**config.mk**
```make
export PLATFORM = sky130hd
export DESIGN_NAME = idx_to_oh_pipe
export DESIGN_NICKNAME = d
export VERILOG_FILES = /design/src/rtl/idx_to_oh_pipe.sv
export SDC_FILE = /design/constraint.sdc
export NUM_CORES = 1
export LEC_CHECK = 0
export CORE_MARGIN = 5
export CORE_UTILIZATION = 30
export DETAILED_ROUTE_END_ITERATION = 7
export HOLD_SLACK_MARGIN = 0.05
export MAX_ROUTING_LAYER = met4
export SLEW_MARGIN = 20
export SYNTH_ARGS = -nofsm -noshare
export SYNTH_HDL_FRONTEND = slang
export SYNTH_SLANG_ARGS = --single-unit
export TNS_END_PERCENT = 50
```
**constraint.sdc**
```tcl
create_clock -name clk -period 2.35 [get_ports clk]
set_input_delay 0.235 -clock clk [delete_from_list [all_inputs] [get_ports clk]]
set_output_delay 0.235 -clock clk [all_outputs]
set_load 0.02 [all_outputs]
```
**src/rtl/idx_to_oh_pipe.sv**
```systemverilog
// -----------------------------------------------------------------------------
// idx_to_oh_pipe
//
// Registered binary-to-one-hot decoder with a valid/ready stream on each side.
// The incoming index is decoded combinationally (one compare per output bit)
// and the result is stored in a 2-entry FIFO-ordered skid buffer. The head
// entry drives the outputs straight from flops.
//
// DIRECTION matches the core's one-hot-to-index encoder, so a value decoded
// here and re-encoded there returns the original index:
//   "LSB0" : index i sets bit i
//   "MSB0" : index i sets bit NUM_SIGNALS-1-i
// Indices >= NUM_SIGNALS (only reachable when NUM_SIGNALS is not a power of
// two) produce an all-zero vector with out_error=1 and bump error_count.
// NUM_SIGNALS must be at least 2.
//
// Ports
//   clk          : clock, all state updates on the rising edge
//   reset_n      : synchronous active-low reset
//   in_valid     : in_index is valid this cycle
//   in_ready     : block can accept an index (registered, no comb path from
//                  out_ready)
//   in_index     : binary index to decode
//   out_valid    : out_one_hot / out_error are valid
//   out_ready    : consumer accepts the output this cycle
//   out_one_hot  : decoded vector, exactly one bit set or zero on error;
//                  zero whenever out_valid=0
//   out_error    : accepted index was >= NUM_SIGNALS
//   error_count  : saturating (255) count of out-of-range indices accepted
// -----------------------------------------------------------------------------

// One decoder lane: asserts hit when the index equals the constant this bit
// position answers to. Keeping it a plain equality compare means the decoder
// never builds a shifter wider than NUM_SIGNALS.
module idx_to_oh_lane #(
  parameter int INDEX_WIDTH = 2,
  parameter int MATCH_IDX   = 0
) (
  input  logic [INDEX_WIDTH-1:0] idx,
  output logic                   hit
);
  localparam logic [INDEX_WIDTH-1:0] MATCH = INDEX_WIDTH'(MATCH_IDX);

  assign hit = (idx == MATCH);
endmodule

module idx_to_oh_pipe #(
  parameter int    NUM_SIGNALS = 4,
  parameter string DIRECTION   = "LSB0",
  parameter int    INDEX_WIDTH = $clog2(NUM_SIGNALS)
) (
  input  logic                   clk,
  input  logic                   reset_n,
  input  logic                   in_valid,
  output logic                   in_ready,
  input  logic [INDEX_WIDTH-1:0] in_index,
  output logic                   out_valid,
  input  logic                   out_ready,
  output logic [NUM_SIGNALS-1:0] out_one_hot,
  output logic                   out_error,
  output logic [7:0]             error_count
);

  localparam bit MSB0 = (DIRECTION == "MSB0");

  // One skid entry. Payload fields are kept zero while vld=0 so the head can
  // drive the outputs directly without an output mask.
  typedef struct packed {
    logic                   vld;
    logic                   err;
    logic [NUM_SIGNALS-1:0] oh;
  } entry_t;

  // ---------------------------------------------------------------------------
  // Decode
  // ---------------------------------------------------------------------------
  logic [NUM_SIGNALS-1:0] dec_oh;
  logic                   dec_err;

  for (genvar b = 0; b < NUM_SIGNALS; b++) begin : g_lane
    idx_to_oh_lane #(
      .INDEX_WIDTH (INDEX_WIDTH),
      .MATCH_IDX   (MSB0 ? (NUM_SIGNALS - 1 - b) : b)
    ) u_lane (
      .idx (in_index),
      .hit (dec_oh[b])
    );
  end

  // Every in-range index hits exactly one lane, so "no lane hit" is the same
  // as "index >= NUM_SIGNALS". This avoids a compare that is constant-false
  // for power-of-two sizes.
  assign dec_err = ~|dec_oh;

  // ---------------------------------------------------------------------------
  // Skid buffer state
  // ---------------------------------------------------------------------------
  entry_t     head_q, head_d;
  entry_t     tail_q, tail_d;
  entry_t     new_e;
  logic       in_ready_q, in_ready_d;
  logic [7:0] err_cnt_q, err_cnt_d;
  logic       push, pop;

  assign push = in_valid && in_ready_q;
  assign pop  = head_q.vld && out_ready;

  always_comb begin
    new_e     = '0;
    new_e.vld = 1'b1;
    new_e.err = dec_err;
    new_e.oh  = dec_oh;

    head_d = head_q;
    tail_d = tail_q;

    // Pop first: the tail (valid or empty) slides into the head.
    if (pop) begin
      head_d = tail_q;
      tail_d = '0;
    end

    // Then push into the first free slot. With a simultaneous pop this puts
    // the new entry behind whatever remains, preserving order. in_ready_q
    // guarantees a free slot exists whenever push is true.
    if (push) begin
      if (!head_d.vld) head_d = new_e;
      else             tail_d = new_e;
    end

    // Registered ready: next cycle we accept iff fewer than 2 entries remain.
    in_ready_d = !(head_d.vld && tail_d.vld);

    err_cnt_d = err_cnt_q;
    if (push && dec_err && (err_cnt_q != 8'hFF)) err_cnt_d = err_cnt_q + 8'd1;
  end

  always_ff @(posedge clk) begin
    if (!reset_n) begin
      head_q     <= '0;
      tail_q     <= '0;
      in_ready_q <= 1'b1;
      err_cnt_q  <= '0;
    end else begin
      head_q     <= head_d;
      tail_q     <= tail_d;
      in_ready_q <= in_ready_d;
      err_cnt_q  <= err_cnt_d;
    end
  end

  // ---------------------------------------------------------------------------
  // Outputs, all straight from flops
  // ---------------------------------------------------------------------------
  assign in_ready    = in_ready_q;
  assign out_valid   = head_q.vld;
  assign out_one_hot = head_q.oh;
  assign out_error   = head_q.err;
  assign error_count = err_cnt_q;

  // ---------------------------------------------------------------------------
  // Checks
  // ---------------------------------------------------------------------------
`ifndef SYNTHESIS
  a_onehot0: assert property (@(posedge clk) disable iff (!reset_n)
    out_valid |-> $onehot0(out_one_hot));

  a_onehot: assert property (@(posedge clk) disable iff (!reset_n)
    (out_valid && !out_error) |-> $onehot(out_one_hot));

  // Tail can only hold data behind a valid head.
  a_order: assert property (@(posedge clk) disable iff (!reset_n)
    tail_q.vld |-> head_q.vld);

  // Empty head must present zeros, never stale data.
  a_zero_idle: assert property (@(posedge clk) disable iff (!reset_n)
    !out_valid |-> (out_one_hot == '0 && !out_error));
`endif

endmodule
```
# After elaboration in Yosys (flattened, before gate mapping)
# Index checks and enable logic that the tools add are counted.
# word_totals
inputBits,6
ff_bits,21
out_inout_bits,15
wordCells,28
# classes
n_reduce_logical,9
n_mux,6
n_addsub,1
eq_ne,4
# op_table
operator,n
two-way mux 6 bit,5
"adder 8 x 1 -> 8 bit, second input constant",1
"!= test 8 bit, second input constant",1
logical AND 1 bit,5
two-way mux 5 bit,1
"== test 2 bit, second input constant",2
OR reduction 4 bit,1
"== test 2 x 1 -> 1 bit, second input constant",1
logical NOT 1 bit,2
logical NOT 2 bit,1

# Logic depth before layout (Yosys ltp)
# depth
ltp_word,7
ltp_mapped,3

# Hierarchy
# From an unflattened synthesis, not the netlist that was laid out.
# unflattened
hier_cells,116
area_unflattened_um2,965.9
# by_module_without_submodules
mod,seq_area_each_um2,cells_per_inst,n_inst,area_per_inst_um2
idx_to_oh_pipe,420.4,112,1,928.4
idx_to_oh_lane at g_lane[1].u_lane ...,0.0,1,2,13.8
idx_to_oh_lane at g_lane[3].u_lane,0.0,1,1,6.3
idx_to_oh_lane at g_lane[0].u_lane,0.0,1,1,3.8

# Worst setup path before layout
# OpenSTA, ideal clock, no wires.
# synth_timing
kind,reg-to-reg
start,register head_q (netlist bit out_valid)
end,register head_q (netlist bit out_error)
t_arrival_ps,1148
slack_ps,1086
path_buffers,0
path_stages_with_launch,4
required_ps,2234
setup_ps,116
cell_sequence,dfxtp_1 -> nand2_2 -> mux2_1 -> and3_1
# synth_between
elab_chain_cells,4
# synth_rtl
element,line,source
from (decl),98,"entry_t head_q, head_d;"
from (signal assigned),140,head_q <= '0;
from (signal assigned),145,head_q <= head_d;
logical AND 1 bit,106,assign pop = head_q.vld && out_ready;
two-way mux 6 bit *,118,if (pop) begin
two-way mux 5 bit,127,if (!head_d.vld) head_d = new_e;
two-way mux 6 bit *,126,if (push) begin
# Mark *: on every way between the ends. The rest lies on a longest branch, timed or not.
# A chain may end at the register's enable or synchronous reset.

# Final worst setup path
# layout_timing
start,register head_q (netlist bit out_valid)
end,output out_valid
# layout_rtl
element,line,source
to (decl),57,"output logic out_valid,"
# No word-level cell between the ends.

==> impl_metrics.toml <==
[place]
hpwl_um = 1202
portBuffers = 20
place_area_sq_um = 1011
gp_congestion = 0.8840

[hold_path]
min_path_type = "reg -> reg"
min_from = "tail_q[4]"

[worst_setup_path]
slowest_stage = "clkdlybuf4s50_1"
critical_path_class = "reg -> out"
cp_cell_sequence = "clkdlybuf4s50_1"
endpoint_kind = "output pin"
cp-startpoint = "out_valid"
r2r_cells = 3
timing.rr.end = "out_error"
r2r_start = "out_valid"
critPathCapture = "out_valid"
r2r_slack_ps = 1100
worst_setup_path_start_kind = "flop"
worst-path-stages = 1
crit_fanout = 7
crit_required_ps = 2120
critPathTopFamily = "buffers and inverters"
cpPeakStageDelay_ps = 650
critPathArrivalTime_ps = 1420
crit_buf_inv = 1

[power]
p_leak_nw = 0.4230
ir_drop_mv = 0.3521
power_density_nw_per_um2 = 601.3

[clock_tree]
clk_latency_ps = 300
ctsHoldBuffers = 0
cts_tree = "done"
cts_made_buffers = 3
cts.path.max_buffers = 2
clock_sinks = 21
cts_root_buf = "clkbuf_4"
clkSlewWorstSetupHoldPaths_ps = 110
htreeDepth = 1
cts_resized = 0
cts_setup_buffers = 0

[sta]
setup_viol = 0
slew_viol_final = 0
hold_slack_ps = 451.1
timing.final.hold_violations = 0
worst_pin_slew_ps = 395.6
fin_skew_ps = 3.057
period_share_pct = 70.59
rsz0062_at_grt = "no"
fin_setup_tns_ps = 0
period_needed_ps = 1659
max_clock_freq_mhz = 602.8
relSlewSlack_pct = 73.63

[layout]
seqCellArea_sq_um = 420.4
final_util_pct = 42.25
layout.nets = 108
n_antenna_cell = 0
multi_input_area_sq_um = 337.8
syn_to_final_growth_pct = 34.80
design_area_sq_um = 1037
n_fill_cell = 242
mostFrequentLayoutCells = "dfxtp_1 (21), clkdlybuf4s50_1 (20), a21oi_1 (9)"
final_common_cell = "dfxtp_1"
drive_above_1_share_pct = 7.921

[floorplanning]
start_util_pct = 31.35
die_w_um = 60.65
io_pins = 21
rows = 18
dieArea_sq_um = 3678
die-height_um = 60.65
core_area_sq_um = 2455

[run_status]
outcome = "complete, no violations"

[synthesis]
avgSynthCellArea_sq_um = 9.993
yosysUniqueCellTypes = 24
ys_seq_area_share_pct = 54.63
synthesis.nets = 83
netlist_instances = 77
yosys_warnings = 0
netlist_area_sq_um = 769.5
synth_seq_cells = 21

[drt]
drc_errors = 0
first_pass_iters = 4
wl_per_cell_um = 12.46
antenna_left = 0
vias = 634
wirelength_um = 1632
drt-vias-per-instance = 4.840
drt_iter0_markers = 8

[grt]
grt_max_degree = 12
antenna_found_initial = 0
first_global_vias = 622
grt_usage_pct = 10.37
gr-total-overflow = 0
grt_pass1_wl_um = 2787

[run]
max_cap_viol_count = 0
through the flow:
stage | total power, W | worst slack (ps) | cells
3_5_place_dp | 0.0004642 | 729.1 | 127
3_3_place_gp | 0.0004637 | 714.8 | 127
4_1_cts | 0.0006301 | 668.6 | 131
6_report | 0.0006237 | 691.1 | 131
2_1_floorplan | 0.0004257 | 1086 | 77
5_1_grt | 0.0006567 | 627.7 | 131
synth_stat cells (all sizes together):
master,instances,area (sq um)
and2,8,50.05
o211a,1,10.01
clkbuf,1,3.750
dfxtp,21,420.4
nor2,4,15.01
nand3,3,15.01
o21ai,5,25.02
mux2i,4,40.04
nor3,1,5.000
nand2,3,13.77
inv,1,3.750
clkinv,1,3.750
nor2b,2,12.51
a21o,1,7.510
nand2b,1,8.760
nand4,1,6.260
and3,3,20.02
mux2,1,11.26
a21bo,1,10.01
a21oi,9,45.04
a221oi,4,35.03
o21bai,1,7.510
per-layer routing:
layer,global-route usage [%],wire length (um),up-vias
met4,4.644,22,0
met2,14.66,644,24
met1,14.01,872,284
met5,-,0,-
li1,-,-,323
met3,2.340,93,3
worst reg2reg max path: cells and delay by family (launching register included):
family | cells | cell delay [ps]
flops | 1 | 480
mux | 1 | 330
simple gates | 2 | 350
sequential cells by signal (all words and copies together), names as in the netlist:
| name | count |
|---|---|
| tail_q | 6 |
| out_valid | 1 |
| out_error | 1 |
| error_count | 8 |
| out_one_hot | 4 |
| in_ready | 1 |
area by class of cell:
| type | instances | area share [%] |
|---|---|---|
| Multi-Input combinational cell | 53 | 32.57 |
| Timing Repair Buffer | 21 | 20.02 |
| Tap cell | 30 | 3.619 |
| Inverter | 2 | 0.7238 |
| Clock buffer | 4 | 2.533 |
| Sequential cell | 21 | 40.53 |
how the worst min path moves through the flow:
stage	to	slack [ps]	cells past startpoint
2_1_floorplan	out_error	380	1
3_3_place_gp	tail_q[4]	440	1
3_5_place_dp	tail_q[4]	440	1
4_1_cts	tail_q[4]	460	1
5_1_grt	tail_q[4]	480	1
6_report	tail_q[4]	450	1
power breakdown:
part | internal [W] | switching, W
Sequential | 0.000366 | 0.00000794
Clock | 0.0000661 | 0.000102
Combinational | 0.0000379 | 0.0000442
logic make-up after synthesis:
kind of cell	Yosys count	share of synthesized area (%)
multiplexers	5	6.667
flip-flops	21	54.63
AO/OA/AOI/OAI	22	18.21
buffers and inverters	3	1.462
AND/OR/NAND/NOR	26	19.02
(Power assumes the default switching activity.)
==> edit, RTL diff (same settings) <==
Make the reset (`reset_n`) asynchronous in one clocked block. Comments in the files are not updated.
--- a/src/rtl/idx_to_oh_pipe.sv
+++ b/src/rtl/idx_to_oh_pipe.sv
@@ -137,3 +137,3 @@
 
-  always_ff @(posedge clk) begin
+  always_ff @(posedge clk or negedge reset_n) begin
     if (!reset_n) begin
Formal check against the unedited RTL: differs if reset_n is asserted again (counterexample within 4 cycles, from zero or initial values and one cycle with reset_n low); with reset_n held inactive, the same outputs for 10 cycles.
==> edit against the unedited design <==
Worst setup slack worse by 0.090 ns; count of clock-buffer cells in the layout did not move; critical path depth unchanged; final area grew 2.5%; clock skew is 0.0023 ns higher; first-iteration DRC count fell by 50%; global-route usage fell by 2.0 points; synthesized area is 8.1% higher; fmax shrank 5.1%; routed wire length down 12%; sequential cell count did not move.
Power is not compared: it rests on default switching activity, and its combinational part moved more than twofold at a synthesized area within 25%.
==> edit: results (changes against the unedited design) <==
run_status: "complete, no violations"  # unchanged
detail_route.wl_per_cell_um: 12.8  # was 12.5 um
synth_seq_area_share: 0.633  # was 0.546
gp_congestion: 0.802  # was 0.884
clock-skew-final_ns: 0.00536  # was 0.00306 ns
net-switching-power_mw: 0.344
drt_first_pass_iters: 3  # was 4
timing.hold.worst.class: "input pin to asynchronous set/reset pin"  # was register to register
num-nets-final: 88  # was 108
synthDistinctLibCells: 16  # was 24
synthesis.instances: 65  # was 77
route.final.wire_length_um: 1430  # was 1630 um
place.detailed.hpwl_um: 1030  # was 1200 um
timing.max_slew.rel_slack: 0.782  # was 0.736
post_route_cells_drive_above_1_share: 0.136  # was 0.0792
critical_path.max_stage_delay_ns: 0.67  # was 0.65 ns
grt_start_max_net_pins: 22  # was 12
detail_route.vias_per_cell: 4.38  # was 4.84
post-cts-setup-buffer-count: 0  # unchanged
postSynthNetCount: 71  # was 83
initial_drc_count: 4  # was 8
ys_async_rst_share: 1.00  # was 0
timing.critical_path.arrival_ns: 1.51  # was 1.42 ns
post_synth_most_frequent_cells: "20 x sky130_fd_sc_hd__dfrtp_1, 12 x sky130_fd_sc_hd__mux2i_1, 11 x sky130_fd_sc_hd__nand2_1"  # was 21 x sky130_fd_sc_hd__dfxtp_1, 9 x sky130_fd_sc_hd__a21oi_1, 8 x sky130_fd_sc_hd__and2_1
grt_pass1_vias: 585  # was 622
achievable-frequency_ghz: 0.572  # was 0.603 GHz
dp.cells: 108  # was 127
clkLatencyLatePin_ns: 0.30  # about the same
grtUsageTotal: 0.0833  # was 0.104
ys.flop_type: "sky130_fd_sc_hd__dfrtp_1"  # was sky130_fd_sc_hd__dfxtp_1
post_synth_main_area_contributors: "sky130_fd_sc_hd__dfrtp_1 60%, sky130_fd_sc_hd__mux2i_1 14%, sky130_fd_sc_hd__nand2_1 5.0%"  # was sky130_fd_sc_hd__dfxtp_1 55%, sky130_fd_sc_hd__and2_1 6.5%, sky130_fd_sc_hd__a21oi_1 5.9%
preCtsSetupSlack_ns: 0.804  # was 0.729 ns
grt_first_pass_wirelength_um: 2510  # was 2790 um
-- edit: cell types whose count changed after synthesis, moves of 7 or more --
cell,change
sky130_fd_sc_hd__dfxtp_1,-21
sky130_fd_sc_hd__dfrtp_1,+20
sky130_fd_sc_hd__nand2_1,+9
sky130_fd_sc_hd__a21oi_1,-8
sky130_fd_sc_hd__and2_1,-8
sky130_fd_sc_hd__mux2i_1,+8
sky130_fd_sc_hd__clkbuf_1,+7
-- edit: worst paths after layout --
check	from	end	cells past startpoint
max	out_valid	out_valid	1
min	reset_n	error_count[4]	2
max reg2reg	in_ready	out_one_hot[2]	3
min reg2reg	error_count[7]	error_count[7]	0
max in group asynchronous	reset_n	in_ready	2
min in group clk	error_count[7]	error_count[7]	0
-- edit: logic make-up after synthesis --
kind of cell	share of synthesized area
buffers and inverters	0.0496
adder cells (fa/ha/maj)	0.0135
multiplexers	0.144
AO/OA/AOI/OAI	0.0346
flip-flops	0.633
AND/OR/NAND/NOR	0.125
-- edit: metrics by stage --
step / cell area, um^2 / hold slack, ns
6_report: 1060 / 0.257
2_1_floorplan: 832 / -0.0606
4_1_cts: 1060 / 0.254
3_3_place_gp: 1040 / 0.365
3_5_place_dp: 1040 / 0.364
5_1_grt: 1060 / 0.268
-- edit: layout make-up --
class,instances,area (um^2)
fill,287,1650
sequential,21,527
multi-input combinational,35,264
timing repair buffer,21,208
tap,31,38.8
clock buffer,4,26.3
-- edit: worst reg2reg max path: cells and delay by family (launching register included) --
kind	cells	cell delay, ns
and+or+nand+nor	1	0.14
muxes	1	0.22
DFF	1	0.56
AOI/OAI and AO/OA	1	0.25
-- edit: routing by layer --
metal / share of wire / global-route usage
met1: 0.47 / 0.0992
met2: 0.47 / 0.124
met5: 0 / -
met3: 0.041 / 0.0198
met4: 0.021 / 0.0557
